==> src/rtl/rotate_commit.sv <==
// Commit stage behind the combinational Rotate block. It holds the falling
// piece, checks each rotation candidate against the walls, floor and board, then commits or rejects it.
module rotate_commit #(
  parameter int W  = 10,
  parameter int H  = 20,
  parameter int AW = 5,
  parameter int XW = 5,
  parameter int YW = 6
) (
  input  logic                 clk,
  input  logic                 rst_n,
  input  logic                 load_valid,
  input  logic [0:15]          load_float,
  input  logic                 req_valid,
  output logic                 req_ready,
  input  logic                 req_dir,
  input  logic signed [XW-1:0] pos_x,
  input  logic signed [YW-1:0] pos_y,
  output logic [0:15]          rot_float_o,
  output logic                 rot_dir_o,
  input  logic [0:15]          rot_new_i,
  output logic                 row_rd,
  output logic [AW-1:0]        row_addr,
  input  logic [0:W-1]         row_data,
  output logic [0:15]          float_out,
  output logic                 resp_valid,
  output logic                 resp_ok
);

  localparam int CW = (W > 1) ? $clog2(W) : 1;

  typedef enum logic [1:0] {IDLE, FETCH, LAST, RESP} state_t;

  state_t                state_q, state_d;
  logic [1:0]            idx_q, idx_d;
  logic [0:15]           float_q, float_d;
  logic [0:15]           rfloat_q, rfloat_d;
  logic                  rdir_q, rdir_d;
  logic signed [XW-1:0]  px_q, px_d;
  logic signed [YW-1:0]  py_q, py_d;
  logic                  collide_q, collide_d;

  logic signed [YW:0]    issue_y;
  logic signed [YW:0]    cmp_y;
  logic [1:0]            cmp_idx;
  logic                  cmp_en;
  logic [3:0]            cell_hit;

  always_ff @(posedge clk or negedge rst_n) begin
    if (!rst_n) begin
      state_q   <= IDLE;
      idx_q     <= '0;
      float_q   <= '0;
      rfloat_q  <= '0;
      rdir_q    <= 1'b0;
      px_q      <= '0;
      py_q      <= '0;
      collide_q <= 1'b0;
    end else begin
      state_q   <= state_d;
      idx_q     <= idx_d;
      float_q   <= float_d;
      rfloat_q  <= rfloat_d;
      rdir_q    <= rdir_d;
      px_q      <= px_d;
      py_q      <= py_d;
      collide_q <= collide_d;
    end
  end

  // Row being fetched this cycle, and the row whose data is arriving now.
  always_comb begin
    issue_y = $signed({py_q[YW-1], py_q}) + $signed({{(YW-1){1'b0}}, idx_q});
    cmp_idx = (state_q == LAST) ? 2'd3 : (idx_q - 2'd1);
    cmp_en  = ((state_q == FETCH) && (idx_q != 2'd0)) || (state_q == LAST);
    cmp_y   = $signed({py_q[YW-1], py_q}) + $signed({{(YW-1){1'b0}}, cmp_idx});
  end

  generate
    for (genvar gi = 0; gi < 4; gi++) begin : g_col
      logic signed [XW:0] cell_x;
      logic               in_x;
      logic [CW-1:0]      cell_xi;
      assign cell_x  = $signed({px_q[XW-1], px_q}) + $signed((XW+1)'(gi));
      assign in_x    = (cell_x >= 0) && (cell_x < W);
      assign cell_xi = cell_x[CW-1:0];
      // Rows above the board only get the wall check; the board bit is consulted only for on-board rows.
      assign cell_hit[gi] = rot_new_i[{cmp_idx, 2'(gi)}] &&
                            (!in_x || (cmp_y >= H) || ((cmp_y >= 0) && row_data[cell_xi]));
    end
  endgenerate

  always_comb begin
    state_d   = state_q;
    idx_d     = idx_q;
    float_d   = float_q;
    rfloat_d  = rfloat_q;
    rdir_d    = rdir_q;
    px_d      = px_q;
    py_d      = py_q;
    collide_d = collide_q;
    row_rd    = 1'b0;
    row_addr  = '0;

    case (state_q)
      IDLE: begin
        if (load_valid) begin
          float_d = load_float;
        end else if (req_valid) begin
          rfloat_d  = float_q;
          rdir_d    = req_dir;
          px_d      = pos_x;
          py_d      = pos_y;
          idx_d     = 2'd0;
          collide_d = 1'b0;
          state_d   = FETCH;
        end
      end
      FETCH: begin
        if ((issue_y >= 0) && (issue_y < H)) begin
          row_rd   = 1'b1;
          row_addr = issue_y[AW-1:0];
        end
        if (cmp_en) collide_d = collide_q | (|cell_hit);
        idx_d = idx_q + 2'd1;
        if (idx_q == 2'd3) state_d = LAST;
      end
      LAST: begin
        collide_d = collide_q | (|cell_hit);
        state_d   = RESP;
      end
      RESP: begin
        if (!collide_q) float_d = rot_new_i;
        state_d = IDLE;
      end
      default: state_d = IDLE;
    endcase
  end

  assign req_ready   = (state_q == IDLE);
  assign resp_valid  = (state_q == RESP);
  assign resp_ok     = (state_q == RESP) && !collide_q;
  assign rot_float_o = rfloat_q;
  assign rot_dir_o   = rdir_q;
  assign float_out   = float_q;

endmodule

==> config.mk <==
export PLATFORM = sky130hd
export DESIGN_NAME = rotate_commit
export DESIGN_NICKNAME = d
export VERILOG_FILES = /design/src/rtl/rotate_commit.sv
export SDC_FILE = /design/constraint.sdc
export NUM_CORES = 1
export LEC_CHECK = 0
export ABC_AREA = 1
export ABC_CLOCK_PERIOD_IN_PS = 7300
export CAP_MARGIN = 20
export CELL_PAD_IN_SITES_DETAIL_PLACEMENT = 1
export CELL_PAD_IN_SITES_GLOBAL_PLACEMENT = 1
export CORE_UTILIZATION = 35
export DETAILED_ROUTE_END_ITERATION = 7
export GPL_TIMING_DRIVEN = 0
export PLACE_DENSITY = 0.95
export SKIP_LAST_GASP = 1
export SLEW_MARGIN = 20
export SYNTH_ARGS = -nofsm -noshare
export SYNTH_HDL_FRONTEND = slang
export SYNTH_SLANG_ARGS = --single-unit
==> constraint.sdc <==
create_clock -name clk -period 7.3 [get_ports clk]
set_input_delay 0.73 -clock clk [delete_from_list [all_inputs] [get_ports clk]]
set_output_delay 0.73 -clock clk [all_outputs]
set_load 0.05 [all_outputs]
==> results.md, run 1 <==
* Slew margin rel. at 63.7%
* Yosys cell types at 26
* Core area at 0.00881 mm^2
* Reg power frac at 22.2%
* Yosys synthesis warning count at 0
* Syn Area/Cell at 6.81 um^2
* Post-synthesis register bit count at 49
* Setup crit end kind: output pin
* Internal power at 1070 uW
* Least-Margin Pin Slew at 0.544 ns
* Net Switching at 1350 uW
* CTS tree: yes
* I/O Buffers at 99
* Fin crit period at 3.85 ns
* CTS Hold Bufs at 0
* Drt first pass iters at 7
* Post-DP HPWL at 8930 um
* Leakage power total at 0.00217 uW
* Worst-Skew Late Latency at 0.31 ns
* Max cap viols at 0
* Largest net degree at the start of global routing at 28
* Setup TNS at 0 ns
* Synthesized area at 0.00321 mm^2
* Failing checks: design-rule violations
* Syn_nets at 549
* Multi-input gate area at 0.00174 mm^2
* Outcome: complete, but fails checks
* Filler cells at 1134
* Peak supply drop at 0.209 mV
* Fin. max-slew vios at 0
* Die ar. at 0.00957 mm^2
* Gate power share at 69.5%
* Chip Width at 97.8 um
* Final setup fails at 0
* Seq/Total Area, Yosys at 38.2%
* Diode count at 0
* Final wirelength at 11300 um
* H-Tree Depth at 2
* Overall Global Routing Usage at 24.4%
* Clock power frac at 8.3%
* Reg2reg start: idx_q[1]
* Reg2reg path depth at 18
* Grt ovf at 0
* Fin util at 50.8%
* Most frequent cells in the layout: 189 x nand2_1, 98 x clkdlybuf4s50_1, 58 x nor2_1
* RSZ-0062 raised after global routing: false
* Resized cells post-CTS at 0
* EDFF count, synth at 0
* TritonCTS Buffers at 5
* Pwr Density at 541 mW/mm^2
* Standard-cell rows at 34
* Critical path type: reg2out
* RR Endpoint: collide_q
* Vias/cell at 5.13
* Prevailing post-synth register cell: dfrtp_1
* Die height at 97.8 um
* Arrival @ worst endpoint at 3.12 ns
* Place WS at 3.76 ns
* Fin. Hold Viols at 0
* Initial Utilization at 36.5%
* Fmax at 260 MHz
* Drt wl/cell at 16.5 um
* Root Driver: clkbuf_8
* Vias in the first global route at 3759
* Initial antenna violation count at 0
* Final worst path period share at 52.8%
* CP Max Fanout at 5
* Clock transition at the registers of the reported paths at 0.11 ns
* Leading cell type in the layout, fill and taps excluded: nand2_1
* Worst min-delay path category: in2async
* Routability cong. at 0.835
* Register area at 0.00123 mm^2
* CTS Sinks at 49
* Layout area overhead at 39.1%
* Global-route wire length before repair at 18600 um
* Type of origin of the critical path: register
* R2r setup slk at 4.39 ns
* CTS Buffer Depth at 2
* DR vias at 3526
* Mapped Cells at 472
* 1st-iter DRT viols at 177
* DR DRC count at 18
* # IOs at 100
* Nets at 656
* Clock skew at 0.0177 ns
* Sw Share at 55.8%
* Post-CTS Setup Inserts at 0
* Fin worst setup slack at 3.45 ns
* Share of cells above drive strength 1 at 5.17%
* Final antenna-violating net count at 0
* Crit path required time at 6.57 ns
* Ys async rst share at 100%
## sequential cells by signal, summed over array words and instances (netlist names)
register and cells:
idx_q 2, rot_dir_o 1, rot_float_o 16, collide_q 1
py_q 6, px_q 5, float_out 16, state_q 2
## area by class of cell
cell class              count  share of cell area, %
clock buffers               5                   1.54
well taps                 108                   3.02
clock inverters             3                   1.04
flip-flops and latches     49                   27.4
multi-input cells         364                   38.8
repair buffers            100                   22.5
inverters                  42                   3.53
plain buffers              17                   2.10
## cell families after synthesis
kind of cell | synth area share, %
adders and majority gates | 7.87
DFF | 38.2
and+or+nand+nor | 34.9
AOI/OAI and AO/OA | 10.4
buffers and inverters | 7.83
xor gates and xnor gates | 0.818
## power by group through the flow
| stage | registers, uW | logic, uW | clock network [uW] |
|---|---|---|---|
| 3_3_place_gp | 526 | 1580 | 0 |
| 3_5_place_dp | 539 | 1660 | 0 |
| 6_report | 535 | 1680 | 201 |
| 4_1_cts | 533 | 1680 | 203 |
| 2_1_floorplan | 815 | 849 | 0 |
| 5_1_grt | 553 | 1840 | 211 |
## metrics by stage
step	hold slack [ns]	area [um^2]	instances	power [uW]
detailed placement	0.462	4350	680	2200
global route	0.420	4470	688	2610
floorplan	0.434	3210	472	1660
global placement	0.452	4340	679	2100
CTS	0.403	4470	688	2420
finish	0.380	4470	688	2420
## critical path, cell delays in order (launching register included)
cell             delay [ns]
dfrtp_1                0.44
ha_1                   0.24
fa_1                   0.45
nand2_1                0.10
o21ai_0                0.10
nand2_1                0.10
or2_1                  0.12
o221ai_1               0.10
nor2_1                 0.17
inv_2                  0.08
nor2_1                 0.10
clkdlybuf4s50_1        0.82
## routing by layer
| metal | track usage [%] | wire length (um) | up-vias |
|---|---|---|---|
| met5 | 0 | 0 | - |
| met1 | 30.0 | 4920 | 1711 |
| met4 | 6.76 | 235 | 0 |
| met2 | 45.0 | 5820 | 91 |
| li1 | - | - | 1706 |
| met3 | 3.01 | 362 | 18 |
## synth_stat cells, types with 4 or more instances
cell / number / share of area [%]
nand3_1: 28 / 4.4
o21ai_0: 26 / 4.0
inv_2: 7 / 0.82
nor2_1: 58 / 6.8
buf_2: 6 / 0.93
o22ai_1: 4 / 0.78
nand2_1: 189 / 22
inv_1: 35 / 4.1
a31oi_1: 17 / 3.3
a21oi_1: 9 / 1.4
dfrtp_1: 49 / 38
ha_1: 17 / 6.6
clkbuf_1: 6 / 0.70
buf_4: 4 / 0.93
## how the worst max path moves through the flow
| stage | start | endpoint | cells past startpoint |
|---|---|---|---|
| finish | idx_q[0] | row_addr[4] | 11 |
| global route | idx_q[0] | row_addr[4] | 11 |
| CTS | idx_q[0] | row_addr[4] | 11 |
| detailed placement | idx_q[0] | row_addr[4] | 11 |
| global placement | idx_q[0] | row_addr[3] | 11 |
| floorplan | idx_q[0] | row_addr[0] | 10 |
No activity file was read; power rests on OpenSTA's default activity.
==> run 2, diff against run 1 <==
--- a/config.mk
+++ b/config.mk
@@ -6,14 +6,14 @@
 export NUM_CORES = 1
 export LEC_CHECK = 0
 export ABC_AREA = 1
-export ABC_CLOCK_PERIOD_IN_PS = 7300
+export ABC_CLOCK_PERIOD_IN_PS = 3550
 export CAP_MARGIN = 20
 export CELL_PAD_IN_SITES_DETAIL_PLACEMENT = 1
 export CELL_PAD_IN_SITES_GLOBAL_PLACEMENT = 1
-export CORE_UTILIZATION = 35
+export CORE_UTILIZATION = 33
 export DETAILED_ROUTE_END_ITERATION = 7
 export GPL_TIMING_DRIVEN = 0
-export PLACE_DENSITY = 0.95
+export PLACE_DENSITY = 0.92
 export SKIP_LAST_GASP = 1
 export SLEW_MARGIN = 20
 export SYNTH_ARGS = -nofsm -noshare
==> constraint.sdc (replaced) <==
create_clock -name clk -period 3.55 [get_ports clk]
set_input_delay 0.355 -clock clk [delete_from_list [all_inputs] [get_ports clk]]
set_output_delay 0.355 -clock clk [all_outputs]
set_load 0.05 [all_outputs]
==> run 2 against run 1 <==
The run now ends clean. Sequential share of layout area fell by 0.17 points. Sequential power rose by 110%. Non-clock buffer count rose by 1. Clock skew fell by 0.0064 ns. Global-route usage fell by 1.8 points. Clock-buffer cell count did not move. Total power rose by 100%. Flip-flop and latch count did not move. Largest cell class unchanged.
==> results.md, run 2 (same netlist as run 1, synthesis figures left out) <==
* Outcome: complete, no violations
* DR DRC count at 0
* Total power at 4870 uW
* Clock skew at 0.0114 ns
* CP Max Fanout at 5
* Final instance area at 0.00450 mm^2
* Root Driver: clkbuf_8
* Vias in the first global route at 3760
* Drt wl/cell at 15.6 um
* Filler cells at 1214
* Chip Width at 101 um
* Crit path required time at 3.19 ns
* Cell Count, Final, Fillers Out at 710
* CTS Buffer Depth at 2
* Least-Margin Pin Slew at 0.540 ns
* Reg2reg path depth at 18
* Critical Path Source: idx_q[0]
* Pwr Density at 1080 mW/mm^2
* Hold Path Stages at 2
* Final setup fails at 0
* 1st-iter DRT viols at 99
* Initial antenna violation count at 0
* TritonCTS Buffers at 5
* RSZ-0062 raised after global routing: false
* Levels on crit path at 9
* Drt first pass iters at 4
* Worst-Skew Late Latency at 0.32 ns
* Fin crit period at 3.26 ns
* Peak supply drop at 0.440 mV
* Max cap viols at 0
* Fin. max-slew vios at 0
* R2r setup slk at 0.61 ns
* Critical path type: reg2out
* Initial Utilization at 34.4%
* Leakage power total at 0.00226 uW
* Cell mode on critical path: nand2_1
* DR vias at 3554
* Most frequent cells in the layout: 189 x nand2_1, 93 x clkdlybuf4s50_1, 58 x nor2_1
* Setup crit end kind: output pin
* Setup TNS at 0 ns
* Reg2reg start: idx_q[1]
* Die height at 101 um
* CP endpoint: row_rd
* Placed cells at 701
* Clock transition at the registers of the reported paths at 0.10 ns
* # IOs at 100
* CTS Sinks at 49
* Core area at 0.00933 mm^2
* Routability cong. at 0.860
* Grt ovf at 0
* Type of origin of the critical path: register
* Final worst path period share at 91.8%
* Slew margin rel. at 63.9%
* Hold Slack at 0.484 ns
* Diode count at 0
* RR Endpoint: collide_q
* Crit-path slowest cell: clkdlybuf4s50_1
* Overall Global Routing Usage at 22.6%
* Delay-heaviest family, CP: buffers and inverters
* Final antenna-violating net count at 0
* Share of cells above drive strength 1 at 5.16%
* Arrival @ worst endpoint at 2.91 ns
* Nets at 657
* Layout area overhead at 40.0%
* Dpl cell area at 0.00438 mm^2
* Final wirelength at 11100 um
* Worst hold start: rot_float_o[3]
* Worst path max stage delay at 0.83 ns
* Die ar. at 0.0101 mm^2
* Leading cell type in the layout, fill and taps excluded: nand2_1
* I/O Buffers at 99
* Global-route wire length before repair at 17900 um
* Post-DP HPWL at 9060 um
* CP Buf/Inv Count at 1
* Fin. Hold Viols at 0
* Worst path cell trace: ha_1, fa_1, nand2_1, o21ai_0, nand2_1, or2_1, o221ai_1, nor2_1, clkdlybuf4s50_1
* CTS tree: yes
* Largest net degree at the start of global routing at 30
* H-Tree Depth at 2
* Fmax at 307 MHz
* Worst min-delay path category: reg2reg
* Standard-cell rows at 35
* Vias/cell at 5.01
## run 2: cell count changes in the layout (fill, tap and decap cells not counted)
cell,delta
dlymetal6s2s_1,+5
clkdlybuf4s50_1,-5
bufinv_16,-1
inv_6,+1
dlygate4sd3_1,+1
## run 2: where the power goes
group | leakage, uW | total (uW) | switching (uW) | internal (uW)
combinational | 0.00163 | 3420 | 2280 | 1140
sequential | 0.000585 | 1100 | 264 | 840
clock | 0.0000447 | 347 | 204 | 143
total | 0.00226 | 4870 | 2750 | 2120
## run 2: how the worst min path moves through the flow
stage | end | slack (ns)
floorplan | collide_q | 0.06
finish | rot_float_o[3] | 0.48
detailed placement | rot_float_o[2] | 0.35
CTS | rot_float_o[3] | 0.49
global route | rot_float_o[3] | 0.50
global placement | rot_float_o[0] | 0.45
## run 2: through the flow
stage	utilization [%]	setup WS [ns]
detailed placement	47.0	0.442
finish	48.2	0.290
global placement	46.8	0.538
floorplan	-	0.214
global route	48.2	0.0935
CTS	48.1	0.0765
## run 2: layout make-up
type	count	area, um^2	share of cell area, %
buffer	17	93.8	2.09
sequential	49	1230	27.3
inverter	42	158	3.51
tap	129	161	3.59
clock buffer	5	68.8	1.53
multi-input combinational	364	1740	38.6
timing repair buffer	101	1030	22.9
clock inverter	3	25.0	0.556
## run 2: worst min-delay path, stage by stage, from the launching register on
cell	delay, ns
dfrtp_1	0.36
nand2_1	0.05
nand2_1	0.05
## run 2: metal layers
layer	track usage, %	part of all wire, %	vias to the layer above
met5	0	0	-
met4	10.7	4.2	0
met3	3.26	3.7	32
met2	40.4	51	98
met1	26.6	41	1717
li1	-	-	1707
## run 2: timing repair
action | CTS | global route
endpoints found under the setup margin | 0 | 5
gates resized for setup | 0 | 5
hold buffers | 1 | 0
buffers inserted | 0 | 0
hold endpoints to repair | 8 | 0
